`src/rtl/bmc_subframe_decoder.sv`:
```
`timescale 1ns/1ps
// bmc_subframe_decoder: biphase-mark (S/PDIF) receiver front end.
// The line is synchronised, and each edge-to-edge interval is measured and
// classified against a runtime unit interval (i_ui). A three-process FSM then
// recognises B/M/W preambles, decodes the 28 data slots, and tracks lock.
// Pipeline: sync1 -> sync2/hist (edge) -> interval event -> registered outputs.
module bmc_subframe_decoder #(
  parameter int CNT_W    = 8,
  parameter int LOCK_PRE = 2
) (
  input  logic             clk,
  input  logic             i_rst_n,
  input  logic             ena,
  input  logic             i_spdif,
  input  logic [CNT_W-1:0] i_ui,
  output logic             o_decoded_data,
  output logic             o_data_valid,
  output logic [4:0]       o_slot,
  output logic [1:0]       o_preamble,
  output logic             o_pre_valid,
  output logic             o_locked,
  output logic             o_err
);

  // Compare width: 7*u fits in CNT_W+3 bits; one spare bit keeps headroom.
  localparam int               CW      = CNT_W + 4;
  localparam logic [CNT_W-1:0] CNT_MAX = '1;
  localparam logic [3:0]       LOCK_N  = 4'(LOCK_PRE);
  localparam logic [1:0]       PRE_B   = 2'd0;
  localparam logic [1:0]       PRE_M   = 2'd1;
  localparam logic [1:0]       PRE_W   = 2'd2;

  typedef enum logic [2:0] {CLS_GLITCH, CLS_S, CLS_G, CLS_X, CLS_ERR} cls_e;
  typedef enum logic [2:0] {ST_HUNT, ST_PRE1, ST_PRE2, ST_PRE3, ST_DATA, ST_EXPX} state_e;

  // Input path and interval measurement
  logic             sync1_q, sync1_d, sync2_q, sync2_d, hist_q, hist_d;
  logic             line_edge;
  logic [CNT_W-1:0] cnt_q, cnt_d;
  logic [CNT_W:0]   len;
  logic [CW-1:0]    len2, cnt2, u1, u3, u5, u7;
  cls_e             edge_cls;
  logic             tmo_hit, tmo_done_q, tmo_done_d;

  // Interval event stage
  logic             evt_vld_q, evt_vld_d, evt_tmo_q, evt_tmo_d;
  cls_e             evt_cls_q, evt_cls_d;

  // Decoder FSM and its datapath
  state_e           state_q, state_d;
  logic             ui_zero;
  logic             err_ev, pre_ev, bit_ev, bit_val, set_pend, good_ev;
  logic [1:0]       pre_code;
  cls_e             c1_q, c1_d, c2_q, c2_d;
  logic             pend_q, pend_d;
  logic [4:0]       next_slot_q, next_slot_d;
  logic [3:0]       good_q, good_d;
  logic             data_q, data_d, dvalid_q, dvalid_d, pvalid_q, pvalid_d;
  logic             locked_q, locked_d, err_q, err_d;
  logic [4:0]       slot_q, slot_d;
  logic [1:0]       pre_q, pre_d;

  assign line_edge = sync2_q ^ hist_q;
  assign ui_zero   = (i_ui == '0);

  // Sample path: every stage advances only on an enabled sample.
  always_comb begin
    // NOTE: every always_comb output gets a default first, so no path leaves it
    // unassigned and no latch is inferred.
    sync1_d = sync1_q;
    sync2_d = sync2_q;
    hist_d  = hist_q;
    if (ena) begin
      sync1_d = i_spdif;
      sync2_d = sync1_q;
      hist_d  = sync2_q;
    end
  end

  // Interval counter, classification and one-shot timeout detection.
  always_comb begin
    len  = {1'b0, cnt_q} + (CNT_W+1)'(1);
    len2 = CW'(len) << 1;
    cnt2 = CW'(cnt_q) << 1;
    u1   = CW'(i_ui);
    u3   = u1 + (u1 << 1);
    u5   = u1 + (u1 << 2);
    u7   = (u1 << 3) - u1;

    if      (len2 < u1) edge_cls = CLS_GLITCH;
    else if (len2 < u3) edge_cls = CLS_S;
    else if (len2 < u5) edge_cls = CLS_G;
    else if (len2 < u7) edge_cls = CLS_X;
    else                edge_cls = CLS_ERR;

    // A silent line reports once; the flag re-arms only on the next edge.
    tmo_hit = ena && !line_edge && !ui_zero && !tmo_done_q && (cnt2 >= u7);

    cnt_d      = cnt_q;
    tmo_done_d = tmo_done_q;
    if (ena) begin
      if (line_edge) begin
        cnt_d      = '0;
        tmo_done_d = 1'b0;
      end else begin
        if (cnt_q != CNT_MAX) cnt_d = cnt_q + CNT_W'(1);
        if (tmo_hit) tmo_done_d = 1'b1;
      end
    end

    evt_vld_d = ena && line_edge;
    evt_tmo_d = tmo_hit;
    evt_cls_d = edge_cls;
  end

  // Front-end and event-stage registers.
  always_ff @(posedge clk or negedge i_rst_n) begin
    if (!i_rst_n) begin
      sync1_q    <= 1'b0;
      sync2_q    <= 1'b0;
      hist_q     <= 1'b0;
      cnt_q      <= '0;
      tmo_done_q <= 1'b0;
      evt_vld_q  <= 1'b0;
      evt_tmo_q  <= 1'b0;
      evt_cls_q  <= CLS_GLITCH;
    end else begin
      // NOTE: sequential state uses non-blocking assignments so every flop
      // samples the pre-edge values, independent of statement order.
      sync1_q    <= sync1_d;
      sync2_q    <= sync2_d;
      hist_q     <= hist_d;
      cnt_q      <= cnt_d;
      tmo_done_q <= tmo_done_d;
      evt_vld_q  <= evt_vld_d;
      evt_tmo_q  <= evt_tmo_d;
      evt_cls_q  <= evt_cls_d;
    end
  end

  // FSM state register.
  always_ff @(posedge clk or negedge i_rst_n) begin
    if (!i_rst_n) state_q <= ST_HUNT;
    else          state_q <= state_d;
  end

  // Next-state logic; also flags which decode action the current event causes.
  always_comb begin
    state_d  = state_q;
    err_ev   = 1'b0;
    pre_ev   = 1'b0;
    pre_code = PRE_B;
    bit_ev   = 1'b0;
    bit_val  = 1'b0;
    set_pend = 1'b0;
    good_ev  = 1'b0;
    if (ui_zero) begin
      state_d = ST_HUNT;
    end else if (evt_tmo_q) begin
      err_ev  = 1'b1;
      state_d = ST_HUNT;
    end else if (evt_vld_q) begin
      case (state_q)
        ST_HUNT: if (evt_cls_q == CLS_X) state_d = ST_PRE1;
        ST_PRE1: state_d = ST_PRE2;
        ST_PRE2: state_d = ST_PRE3;
        ST_PRE3: begin
          if (c1_q == CLS_S && c2_q == CLS_S && evt_cls_q == CLS_X) begin
            pre_ev = 1'b1; pre_code = PRE_B;
          end else if (c1_q == CLS_X && c2_q == CLS_S && evt_cls_q == CLS_S) begin
            pre_ev = 1'b1; pre_code = PRE_M;
          end else if (c1_q == CLS_G && c2_q == CLS_S && evt_cls_q == CLS_G) begin
            pre_ev = 1'b1; pre_code = PRE_W;
          end
          if (pre_ev) state_d = ST_DATA;
          else begin
            err_ev  = 1'b1;
            state_d = ST_HUNT;
          end
        end
        ST_DATA: begin
          case (evt_cls_q)
            CLS_G: if (pend_q) err_ev = 1'b1;
                   else begin bit_ev = 1'b1; bit_val = 1'b0; end
            CLS_S: if (pend_q) begin bit_ev = 1'b1; bit_val = 1'b1; end
                   else set_pend = 1'b1;
            default: err_ev = 1'b1;
          endcase
          if (err_ev)                              state_d = ST_HUNT;
          else if (bit_ev && next_slot_q == 5'd31) state_d = ST_EXPX;
        end
        ST_EXPX: begin
          if (evt_cls_q == CLS_X) begin
            good_ev = 1'b1;
            state_d = ST_PRE1;
          end else begin
            err_ev  = 1'b1;
            state_d = ST_HUNT;
          end
        end
        default: state_d = ST_HUNT;
      endcase
    end
  end

  // Output and datapath updates driven by the decode action.
  always_comb begin
    data_d      = data_q;
    dvalid_d    = 1'b0;
    slot_d      = slot_q;
    pre_d       = pre_q;
    pvalid_d    = 1'b0;
    err_d       = 1'b0;
    locked_d    = locked_q;
    next_slot_d = next_slot_q;
    pend_d      = pend_q;
    c1_d        = c1_q;
    c2_d        = c2_q;
    good_d      = good_q;
    if (evt_vld_q && state_q == ST_PRE1) c1_d = evt_cls_q;
    if (evt_vld_q && state_q == ST_PRE2) c2_d = evt_cls_q;
    if (set_pend) pend_d = 1'b1;
    if (pre_ev) begin
      pvalid_d    = 1'b1;
      pre_d       = pre_code;
      slot_d      = 5'd4;
      next_slot_d = 5'd4;
      pend_d      = 1'b0;
    end
    if (bit_ev) begin
      dvalid_d    = 1'b1;
      data_d      = bit_val;
      slot_d      = next_slot_q;
      next_slot_d = next_slot_q + 5'd1;
      pend_d      = 1'b0;
    end
    if (good_ev) begin
      if (good_q != LOCK_N) good_d = good_q + 4'd1;
      if (good_d == LOCK_N) locked_d = 1'b1;
    end
    if (err_ev) begin
      err_d    = 1'b1;
      locked_d = 1'b0;
      good_d   = '0;
      pend_d   = 1'b0;
    end
    if (ui_zero) pend_d = 1'b0;
  end

  // Decoder datapath and output registers.
  always_ff @(posedge clk or negedge i_rst_n) begin
    if (!i_rst_n) begin
      data_q      <= 1'b0;
      dvalid_q    <= 1'b0;
      slot_q      <= '0;
      pre_q       <= '0;
      pvalid_q    <= 1'b0;
      err_q       <= 1'b0;
      locked_q    <= 1'b0;
      next_slot_q <= '0;
      pend_q      <= 1'b0;
      c1_q        <= CLS_GLITCH;
      c2_q        <= CLS_GLITCH;
      good_q      <= '0;
    end else begin
      data_q      <= data_d;
      dvalid_q    <= dvalid_d;
      slot_q      <= slot_d;
      pre_q       <= pre_d;
      pvalid_q    <= pvalid_d;
      err_q       <= err_d;
      locked_q    <= locked_d;
      next_slot_q <= next_slot_d;
      pend_q      <= pend_d;
      c1_q        <= c1_d;
      c2_q        <= c2_d;
      good_q      <= good_d;
    end
  end

  assign o_decoded_data = data_q;
  assign o_data_valid   = dvalid_q;
  assign o_slot         = slot_q;
  assign o_preamble     = pre_q;
  assign o_pre_valid    = pvalid_q;
  assign o_locked       = locked_q;
  assign o_err          = err_q;

endmodule

```
`config.mk`:
```
export PLATFORM = sky130hd
export DESIGN_NAME = bmc_subframe_decoder
export DESIGN_NICKNAME = d
export VERILOG_FILES = /design/src/rtl/bmc_subframe_decoder.sv
export SDC_FILE = /design/constraint.sdc
export NUM_CORES = 1
export LEC_CHECK = 0
export BUFFER_PORTS_ARGS = -buffer_cell sky130_fd_sc_hd__buf_2
export CORE_MARGIN = 10
export CORE_UTILIZATION = 56
export CTS_CLUSTER_SIZE = 30
export DETAILED_ROUTE_END_ITERATION = 10
export GPL_ROUTABILITY_DRIVEN = 0
export GPL_TIMING_DRIVEN = 0
export PLACE_DENSITY = 0.77
export SLEW_MARGIN = 20
export SYNTH_ARGS = -nofsm -noshare
export SYNTH_HDL_FRONTEND = slang
export SYNTH_SLANG_ARGS = --single-unit
```
`constraint.sdc`:
```
create_clock -name clk -period 2.5 [get_ports clk]
set_clock_uncertainty 0.1 [all_clocks]
set_input_delay 0.25 -clock clk [delete_from_list [all_inputs] [get_ports clk]]
set_output_delay 0.25 -clock clk [all_outputs]
set_load 0.02 [all_outputs]
```
* Yosys cells after proc, flatten, opt, wreduce, memory -nomap -nowiden
Index checks and enable logic that the tools add are counted.
Word-level totals: register bits 48, bits of input ports 12, output and inout port bits 12, logic and storage cells 172
Cells by class: add/subtract/negate cells 7, $lt $le $gt $ge 5, eq/ne operators 18, muxes and demuxes 90, bitwise logic cells 1, reduce and logical (&&, ||, !) cells 30
Operators with widths (count):
- $mux 1 | 59
- $mux 3 | 11
- $eq 3x2->1 const B | 6
- $pmux 3 s6 | 1
- $mux 4 | 4
- $mux 8 | 2
- $mux 5 | 3
- $logic_and 1x1->1 | 14
- $mux 2 | 7
- $eq 3x1->1 const B | 4
- $ge 9x12->1 | 1
- $lt 10x12->1 | 1
- $sub 11x8->12 | 1
- $add 8x10->11 | 1
- $lt 10x11->1 | 1
- $add 8x9->10 | 1
- $lt 10x10->1 | 1
- $lt 10x8->1 | 1
- $reduce_bool 2->1 | 5
- $add 8x1->9 const B | 1
- $add 8x1->8 const B | 1
- $logic_not 8->1 | 1
- $ne 8x8->1 const B | 1
- $eq 3x3->1 const B | 2
- other kinds (16) | 21

* Longest topological paths before layout
depth after elaboration 18, depth in mapped cells 15, depth with buffers taken out 15

* Least setup slack after synthesis
Ideal clock, no wire load.
path type input -> register, start point input i_ui[6], end point register evt_cls_q[2], setup time 121 ps, arrival 2622 ps, required time 2279 ps, slack -343 ps, cell stages on the path 11, buffers on the path 0, cells stage by stage inv_1 -> ha_1 -> a21o_1 -> a211o_1 -> or3_1 -> and2_1 -> ha_1 -> a21o_1 -> a41oi_1 -> o31ai_2 -> and4b_1
On the way: word-level cells in the longest chain between the ends 6, elaborated cells on any way between the ends 11, classes of those cells add/sub (3); order compare (4); mux (4)
RTL lines:
- start: declaration | line 15 | input logic [CNT_W-1:0] i_ui,
- $sub 11x8->12 | line 88 | u7 = (u1 << 3) - u1;
- $lt 10x12->1 | line 93 | else if (len2 < u7) edge_cls = CLS_X;
- $mux 3 | line 93
- $mux 3 | line 92 | else if (len2 < u5) edge_cls = CLS_G;
- $mux 3 | line 91 | else if (len2 < u3) edge_cls = CLS_S;
- $mux 3 * | line 90 | if (len2 < u1) edge_cls = CLS_GLITCH;
- net edge_cls[2] | line 42 | cls_e edge_cls;
- end signal: assignment | line 137 | evt_cls_q <= evt_cls_d;
- end: declaration | line 47 | cls_e evt_cls_q, evt_cls_d;
The timed path passes the listed nets; every way through them passes the cells marked *. A chain may end at the register's enable or synchronous reset.

* Worst setup path after layout
start point register cnt_q[0], end point register evt_cls_q[2]
On the way: word-level cells in the longest chain between the ends 6, elaborated cells on any way between the ends 9, classes of those cells add/sub (1); order compare (4); mux (4)
RTL lines:
- start: declaration | line 39 | logic [CNT_W-1:0] cnt_q, cnt_d;
- start signal: assignment | line 133 | cnt_q <= cnt_d;
- $add 8x1->9 * | line 82 | len = {1'b0, cnt_q} + (CNT_W+1)'(1);
- $lt 10x12->1 | line 93
- $mux 3 | line 93
- $mux 3 | line 92
- $mux 3 | line 91
- $mux 3 * | line 90
- net edge_cls[2] | line 42
Marks and branches as above.

==> PnR_summary.wiki <==
{| class="wikitable"
! Metric !! Value
|-
| Outcome || finished, violations left
|-
| Violated checks || setup timing
|-
| Antenna violations before repair || 0
|-
| Total iterations of the first detailed-routing run || 4
|-
| Vertical die dimension || roughly 110 um
|-
| Clock-pin transition on the worst setup and hold timing paths || approximately 0.1 ns
|-
| Maximum operating frequency || around 380 MHz
|-
| Worst-case vdd ir drop || 0.238 mV
|-
| Clock tree from TritonCTS || done
|-
| Maximum number of pins on one net before global-route repair || between 40 and 50
|-
| Arrival @ worst endpoint || 2.74 ns
|-
| Ratio of cells with drive above 1 in the final layout || around a quarter
|-
| Xor/xnor cell area share of the yosys netlist || approximately 5.5%
|-
| Critical Setup Path Class || register to register
|-
| ANT nets after route || 0
|-
| Synthesized-area fraction occupied by ao, oa, aoi and oai cells || 22.3%
|-
| Area growth, synth to finish || 23.0%
|-
| Maximum Capacitance Violations || 0
|-
| Crit share post-route || 106%
|-
| Worst rel slew slack || around 61%
|-
| Post-Place Setup Slack || -0.787 ns
|-
| Port-buffer cells || 22
|-
| Total via count in the routed design || roughly 3800
|-
| Clock Tree Root || clkbuf_8
|-
| Critical path fanouts, max || 6
|-
| Total power divided by cell area || ~500 nW/um^2
|-
| Global-route wire length before repair || 17300 um
|-
| Number of core rows || 31
|-
| Multiplexer share of the synthesized area || 2.99%
|-
| FFs w/ async S/R, synth || 100%
|-
| Startpoint type of the worst setup path || register
|-
| Flip-flop cell with the highest count after synthesis || dfrtp_1
|-
| Main combinational cell family by area after synthesis || compound AO/OA/AOI/OAI gates
|-
| DR DRC count || 0
|-
| Min Tclk post-route || 2.64 ns
|-
| Count of yosys warnings during synthesis || 0
|-
| Register-to-Register Path Depth || 9
|-
| Net total in the final layout || between 600 and 700
|-
| Overall Global Routing Usage || around 18%
|-
| Number of non-filler instances in the completed layout || ~630
|-
| DR WL/cell || 16.9 um
|-
| Flip-flop and latch count after synthesis || 48
|-
| Detailed placer's ending HPWL || approximately 7300 um
|-
| Clock latency on the worst-skew pair || 0.30 ns
|-
| CP Data Required Time || between 2 and 3 ns
|-
| Synth Area in Adders || a little over a fifth
|-
| Total wire length || about 11000 um
|-
| Number of cells after detailed placement || a little under 600
|-
| Number of synthesized flops with an enable pin || 0
|-
| Number of max-slew violations in the final report || 0
|-
| CTS HTree Levels || 2
|-
| Number of antenna repair diodes || 0
|-
| Per-instance average area after synthesis || around 9.1 um^2
|-
| Setup violations, final || 3
|-
| Setup repair after global routing missed its margin || true
|-
| Post-synthesis instance area || 4270 um^2
|-
| Type of the tightest min-delay check || input pin to register
|-
| Chip width || between 100 and 150 um
|-
| Net count of the mapped netlist || 550
|-
| Hold depth || 2
|-
| Share of the yosys chip area belonging to registers || 28.1%
|-
| Slew at the pin with the worst max-slew slack || 0.585 ns
|-
| Starting Density || between 50% and 60%
|-
| Worst Setup End Kind || register
|-
| Number of buffers created by CTS || 5
|-
| Full die area || between 10000 and 15000 um^2
|-
| Fraction of the mapped netlist area in simple logic gates || roughly 17%
|-
| Hold violation count in the final report || 0
|-
| Total overflow reported by the global router || 0
|-
| Final critical-path setup slack || -0.142 ns
|-
| Static leakage || approximately 2.5 nW
|-
| Maximum buffer depth of the clock tree || 2
|-
| Worst hold slack || ~0.076 ns
|-
| Avg Vias per Cell || roughly 6.1
|-
| Post-synthesis instance total || around 470
|-
| DR iter-0 viols || 245
|-
| IO Pins || 24
|-
| Number of distinct standard cells referenced by the synthesized netlist || between 60 and 70
|-
| Area of the core region || approximately 7300 um^2
|-
| Via count of the first global-routing pass || a little under 4000
|-
| Sinks on the clock net || 48
|}
-- cell type report --
type                       count  area, um^2
timing repair buffer          53         404
tap                           99         124
clock buffer                   5        68.8
buffer                         5        21.3
sequential                    48        1210
clock inverter                 3        46.3
inverter                      23        97.6
multi-input combinational    392        3280
fill                         537        2080
-- registers in the layout (all words and copies together) (netlist names), 2 cells and up --
signal / cells
good_q: 4
c1_q: 3
o_preamble: 2
evt_cls_q: 3
cnt_q: 8
next_slot_q: 5
state_q: 3
c2_q: 3
o_slot: 5
-- cells in the mapped netlist (all sizes together) (5+ instances only) --
cell type / n / share of area (%)
a211oi: 6 / 1.2
a21o: 8 / 1.4
a21oi: 33 / 3.9
a22o: 10 / 2.1
a31oi: 7 / 1.0
and2: 5 / 0.73
and3: 7 / 1.1
dfrtp: 48 / 28
ha: 66 / 19
inv: 23 / 2.0
mux2: 11 / 3.0
nand2: 29 / 2.6
nand2b: 14 / 2.1
nand3: 10 / 1.2
nor2: 34 / 3.0
nor2b: 8 / 1.2
nor3: 9 / 1.1
o21ai: 39 / 4.6
o31ai: 5 / 1.1
xnor2: 16 / 3.3
xor2: 11 / 2.3
-- power breakdown --
part	internal (mW)	leakage, nW	total [mW]	switching (mW)
Clock	0.302	0.0548	0.576	0.274
Combinational	0.527	1.79	1.13	0.607
Sequential	0.835	0.635	0.921	0.0856
-- stage by stage --
stage	utilization, %	area [um^2]	power, mW	setup TNS, ns
CTS	68.3	5000	2.49	-0.323
floorplan	-	4340	1.57	-0.430
detailed placement	62.4	4570	1.81	-4.74
global placement	62.4	4570	1.77	-4.21
finish	71.6	5250	2.63	-0.310
global route	71.6	5250	2.81	-0.685
-- worst paths after layout --
kind | start | to | slack, ns
setup / recovery | cnt_q[0] | evt_cls_q[2] | -0.14
max in group asynchronous | i_rst_n | cnt_q[6] | 1.48
setup reg to reg | cnt_q[0] | evt_cls_q[2] | -0.14
hold reg to reg | c2_q[1] | c2_q[1] | 0.39
min in group asynchronous | i_rst_n | cnt_q[4] | 0.39
hold / removal | i_spdif | sync1_q | 0.08
-- layer usage --
layer	track usage, %	wire length [um]	vias up
met5	0	0	-
met4	6.09	214	0
met3	2.46	511	20
met2	31.1	5270	111
met1	22.0	4640	1840
li1	-	-	1858
-- worst max-delay path, cell delays in order (launching register included) --
cell and delay, ns:
dfrtp_2 0.45, ha_4 0.23, and3_1 0.33, nand2_1 0.16, nor2_2 0.31, ha_4 0.27, a21o_1 0.18, a41oi_2 0.19
o31ai_2 0.11, and4b_1 0.21
-- cell families (layout without fill, tap and decap cells) --
family,count (synthesis),count (layout)
flops,48,48
fa+ha+maj,70,70
simple gates,142,142
xor+xnor,27,27
mux,11,11
compound gates,142,142
buf+inv,29,89
-- placed cells by master, fill, tap and decap left out, types with 5 or more instances in the layout --
master,n
and3_1,6
a21oi_2,6
buf_2,17
nand2b_1,14
ha_1,52
nor2_1,31
mux2_2,7
nand3_1,8
o21ai_1,22
ha_4,10
buf_4,32
dfrtp_2,7
a22o_1,10
nand2_1,28
dfrtp_1,41
xnor2_1,12
inv_1,20
nor2b_1,8
a21oi_1,27
nor3_1,9
a31oi_1,7
clkbuf_8,5
xor2_1,9
o21ai_0,17
a21o_1,8
-- timing repair --
item                                    CTS  global route
hold buffers                              0             1
setup buffers                            17            13
hold endpoints to repair                  0            48
pin swaps                                22            19
gates resized for setup                  45            26
endpoints found under the setup margin    4             8
(Power assumes the default switching activity.)
